==> config.mk <==
export PLATFORM = sky130hd
export DESIGN_NAME = sirali_cikarici
export DESIGN_NICKNAME = d
export VERILOG_FILES = /design/src/rtl/sirali_cikarici_pkg.sv /design/src/rtl/sirali_cikarici_dilim.sv /design/src/rtl/sirali_cikarici.sv
export SDC_FILE = /design/constraint.sdc
export NUM_CORES = 1
export LEC_CHECK = 0
export ABC_AREA = 1
export BUFFER_PORTS_ARGS = -buffer_cell sky130_fd_sc_hd__clkbuf_2
export CAP_MARGIN = 10
export CORE_AREA = 3 3 194 196
export CTS_CLUSTER_DIAMETER = 120
export DETAILED_ROUTE_END_ITERATION = 8
export DIE_AREA = 0 0 197 199
export GPL_TIMING_DRIVEN = 0
export PLACE_DENSITY_LB_ADDON = 0.05
export SKIP_CTS_REPAIR_TIMING = 1
export SLEW_MARGIN = 25
export SYNTH_ARGS = -nofsm -noshare
export SYNTH_HDL_FRONTEND = slang
export SYNTH_SLANG_ARGS = --single-unit
export TNS_END_PERCENT = 20
==> constraint.sdc <==
create_clock -name clk -period 10.5 [get_ports clk]
set_input_delay 2.1 -clock clk [delete_from_list [all_inputs] [get_ports clk]]
set_output_delay 2.1 -clock clk [all_outputs]
set_load 0.03 [all_outputs]
==> src/rtl/sirali_cikarici_pkg.sv <==
// Shared definitions for the multi-cycle subtractor: FSM state encoding and
// the default operand/chunk widths also used by the adder benches.
package sirali_cikarici_pkg;

   typedef enum logic [1:0] {
      ST_IDLE = 2'd0,
      ST_CALC = 2'd1,
      ST_DONE = 2'd2
   } state_t;

   localparam int DEF_WIDTH = 64;
   localparam int DEF_CHUNK = 16;

endpackage

==> src/rtl/sirali_cikarici_dilim.sv <==
// One CHUNK-bit slice of the subtractor: d = a - b - borrow, with borrow-out.
module cikarici_dilim #(
   parameter int CHUNK = 16
) (
   input  logic [CHUNK-1:0] a,
   input  logic [CHUNK-1:0] b,
   input  logic             borrow,
   output logic [CHUNK-1:0] d,
   output logic             bo
);

   // One extra bit of headroom: the top bit of the wide result is the borrow.
   always_comb begin
      {bo, d} = {1'b0, a} - {1'b0, b} - (CHUNK + 1)'(borrow);
   end

endmodule

==> src/rtl/sirali_cikarici.sv <==
// Multi-cycle unsigned subtractor: CHUNK bits per clock with a registered
// borrow chain and a start/busy/done handshake. difference = {borrow, bits}.
module sirali_cikarici
   import sirali_cikarici_pkg::*;
#(
   parameter int WIDTH = DEF_WIDTH,
   parameter int CHUNK = DEF_CHUNK
) (
   input  logic             clk,
   input  logic             rst,
   input  logic             start,
   input  logic [WIDTH-1:0] number1,
   input  logic [WIDTH-1:0] number2,
   output logic             busy,
   output logic             done,
   output logic [WIDTH:0]   difference
);

   localparam int NCHUNK = WIDTH / CHUNK;
   localparam int CW     = (NCHUNK > 1) ? $clog2(NCHUNK) : 1;

   if (CHUNK < 1 || CHUNK > WIDTH || (WIDTH % CHUNK) != 0) begin : g_bad_params
      $error("sirali_cikarici: CHUNK must divide WIDTH and lie in 1..WIDTH");
   end

   state_t           state, state_next;
   logic [WIDTH-1:0] a, b, acc, acc_next;
   logic             borrow, bo, last;
   logic [CW-1:0]    cnt;
   logic [31:0]      sh;
   logic [CHUNK-1:0] ca, cb, cd;

   // Chunks are written exactly once into a cleared accumulator, so OR-ing
   // the shifted slice is equivalent to a part-select write.
   always_comb begin
      sh       = 32'(cnt) * 32'(CHUNK);
      ca       = CHUNK'(a >> sh);
      cb       = CHUNK'(b >> sh);
      acc_next = acc | (WIDTH'(cd) << sh);
      last     = (cnt == CW'(NCHUNK - 1));
   end

   cikarici_dilim #(.CHUNK(CHUNK)) u_dilim (
      .a      (ca),
      .b      (cb),
      .borrow (borrow),
      .d      (cd),
      .bo     (bo)
   );

   always_ff @(posedge clk or posedge rst) begin
      if (rst) state <= ST_IDLE;
      else     state <= state_next;
   end

   always_comb begin
      state_next = state;
      unique case (state)
         ST_IDLE: if (start) state_next = ST_CALC;
         ST_CALC: if (last)  state_next = ST_DONE;
         ST_DONE: state_next = ST_IDLE;
         default: state_next = ST_IDLE;
      endcase
   end

   always_comb begin
      busy = (state == ST_CALC);
      done = (state == ST_DONE);
   end

   always_ff @(posedge clk or posedge rst) begin
      if (rst) begin
         a          <= '0;
         b          <= '0;
         acc        <= '0;
         borrow     <= 1'b0;
         cnt        <= '0;
         difference <= '0;
      end else if (state == ST_IDLE && start) begin
         a      <= number1;
         b      <= number2;
         acc    <= '0;
         borrow <= 1'b0;
         cnt    <= '0;
      end else if (state == ST_CALC) begin
         acc    <= acc_next;
         borrow <= bo;
         if (last) difference <= {bo, acc_next};
         else      cnt        <= cnt + 1'b1;
      end
   end

endmodule

==> flow_summary_export.csv <==
group,metric,value,unit
worst_setup_path,crit_fanout,10,
synthesis,syn_avg_cell_area,7.87,um2
final_layout,final_common_cell,"nand2_1",
clock_network,clk_latency,0.57,ns
worst_setup_path,slowest_stage,"clkbuf_1",
floorplan,die-area,39200,um2
synthesis,ys_ff_latch,262,
sta,clock.fmax,0.226,GHz
placed_design,dp.cells,2270,
worst_setup_path,cp_common_cell,"nand2_1",
sta,worstMarginPinSlew,0.681,ns
final_layout,nFillCells,3809,
global_routing,grt_antenna_before_repair,0,
sta,clock_skew,0.0161,ns
worst_setup_path,crit_type,"reg2reg",
worst_setup_path,cp-end-kind,"flop",
clock_network,numClockSinks,262,
floorplan,core-area,36300,um2
worst_setup_path,cp_cell_sequence,"inv_2, clkbuf_1, clkbuf_1, nor2_1, o22ai_1, ha_1, inv_1, ha_1, a21oi_1, nand2_1, a21oi_1, nand2_1, nand2_1, nand3_1, nand4_1, nand2_1, nand2_1, nand2_1",
flow_run,maxCapViolCount,0,
clock_network,cts_tree,"done",
worst_setup_path,cp-startpoint,"cnt[0]",
sta,relSlewSlack,54.6,%
route,ant_nets,0,
final_layout,fin_cells,2326,
final_layout,insertedDiodeCount,0,
hold_path,whs_path_depth,2,
worst_setup_path,worstPathRequired,10.96,ns
sta,rsz0062_at_grt,"no",
final_layout,mostFrequentLayoutCells,"nand2_1 (600), dfrtp_1 (262), clkbuf_2 (197)",
clock_network,cts_max_path_buffers,3,
sta,fin_crit,4.42,ns
worst_setup_path,worst_r2r_startpoint,"cnt[0]",
hold_path,min_from,"b[22]",
worst_setup_path,cp_slowest_stage_delay,0.55,ns
worst_setup_path,crit_buf_inv,4,
route,firstDrtPassIters,5,
placed_design,port_buffers,197,
worst_setup_path,cp-start-kind,"flop",
sta,finalMaxSlewViolations,0,
synthesis,synth-seq-area-share,52.0,%
sta,hold_viol,0,
worst_setup_path,worstRegToRegCells,18,
route,route.detailed.wl_per_inst,17.4,um
worst_setup_path,ff2ff_setup_slack,6.08,ns
synthesis,syn_area,12600,um2
placed_design,dp_hpwl,30.5,mm
sta,timing.final.crit_share,42.1,%
worst_setup_path,cp.arrival,4.88,ns
global_routing,grt_max_degree,88,
worst_setup_path,r2r-end,"difference[63]",
floorplan,num_io_pins,198,
clock_network,htreeDepth,1,
worst_setup_path,cp_top_family,"buffers and inverters",
clock_network,clk_pin_slew,0.06,ns
floorplan,die_h,199,um
global_routing,track_usage,20.7,%
route,via_count,10879,
final_layout,layout-drive-gt1-share,16.3,%
status,outcome,"complete, no violations",
hold_path,min_path_type,"reg2reg",
floorplan,initial_core_util,34.8,%
placed_design,routabilityCongestion,0.843,
floorplan,rows,70,
clock_network,root_buffer,"clkbuf_16",
global_routing,grt_pass1_wl,63.2,mm
synthesis,syn_inst,1602,
synthesis,syn_nets,1764,
synthesis,ys_warn_count,0,
route,vias_per_cell,4.68,
sta,setup_viol,0,
worst_setup_path,path_depth,18,
floorplan,die_w,197,um
clock_network,cts_buffers,31,
route,drt_iter0_drc,587,
route,wl,40.5,mm
final_layout,area_growth,21.2,%
hold_path,hold_end,"b[22]",
final_layout,nets,1997,
route,drc,0,
synthesis,yosysUniqueCellTypes,37,
global_routing,grt_pass1_vias,10958,
global_routing,overflow,0,
==> area by class of cell <==
| type | count | area, um2 | area share, % |
|---|---|---|---|
| sequential | 262 | 6560 | 42.9 |
| inverter | 153 | 582 | 3.81 |
| clock buffer | 50 | 957 | 6.26 |
| timing repair buffer | 200 | 1070 | 6.99 |
| tap | 468 | 586 | 3.83 |
| clock inverter | 6 | 58.8 | 0.385 |
| multi-input combinational | 1101 | 5120 | 33.5 |
| buffer | 86 | 360 | 2.36 |
==> worst max-delay path by stage <==
| stage | to | slack, ns |
|---|---|---|
| 5_1_grt | difference[63] | 5.79 |
| 3_3_place_gp | b[11] | -2.45 |
| 3_5_place_dp | acc[42] | 6.11 |
| 2_1_floorplan | a[0] | 1.19 |
| 4_1_cts | acc[42] | 6.09 |
| 6_report | difference[63] | 6.08 |
==> layer usage <==
metal	wire length [um]	track usage, %
met3	1590	2.85
met2	18800	34.2
met1	18900	28.7
met4	1180	6.23
met5	0	0
==> flip-flops by register name, summed over array words and instances, names as in the netlist <==
name,count
b,64
borrow,1
acc,64
a,64
cnt,2
state,2
difference,65
==> worst min-delay path: cells and delay by family, from the launching register on <==
family	cells	cell delay, ns
flops	1	0.33
simple gates	2	0.11
==> cells by family (layout without fill, tap and decap cells) <==
logic type      after synthesis  in the layout  share of synthesized area (%)
compound gates              292            292                           12.6
xor+xnor                      8              8                          0.675
simple gates                770            770                           24.1
fa+ha+maj                    31             31                           3.20
flops                       262            262                           52.0
buf+inv                     239            495                           7.41
==> metrics by stage <==
stage / setup TNS, ns / hold WS [ns] / utilization, % / setup slack [ns] / cell area [um2]
2_1_floorplan: 0 / 0.437 / - / 1.19 / 12600
3_3_place_gp: -633.77 / 0.448 / 39.1 / -2.45 / 14200
3_5_place_dp: 0 / 0.453 / 39.4 / 6.11 / 14300
4_1_cts: 0 / 0.468 / 42.2 / 6.09 / 15300
5_1_grt: 0 / 0.481 / 42.2 / 5.79 / 15300
6_report: 0 / 0.465 / 42.2 / 6.08 / 15300
==> Yosys cell counts, drive strengths merged <==
cell      n  area share, %
clkbuf   57            1.7
nand2   606             18
a21o      1          0.060
fa        2           0.32
o21ai   141            5.7
buf      29            1.2
xor2      7           0.61
nand3b    1          0.060
and3      1          0.050
a21oi   100            4.0
and2      1          0.050
ha       29            2.9
o22ai    15           0.74
xnor2     1          0.069
nor2    116            3.6
inv     153            4.6
nor3      5           0.24
o21bai   28            1.7
nor2b     4           0.20
dfrtp   262             52
nand3    19           0.91
nand4    17           0.84
a32oi     1          0.069
o21a      5           0.30
o31ai     1          0.060
Power is left out: the tool's default activity adds up to more than one toggle a clock period on the data nets, which glitch-free logic cannot reach.
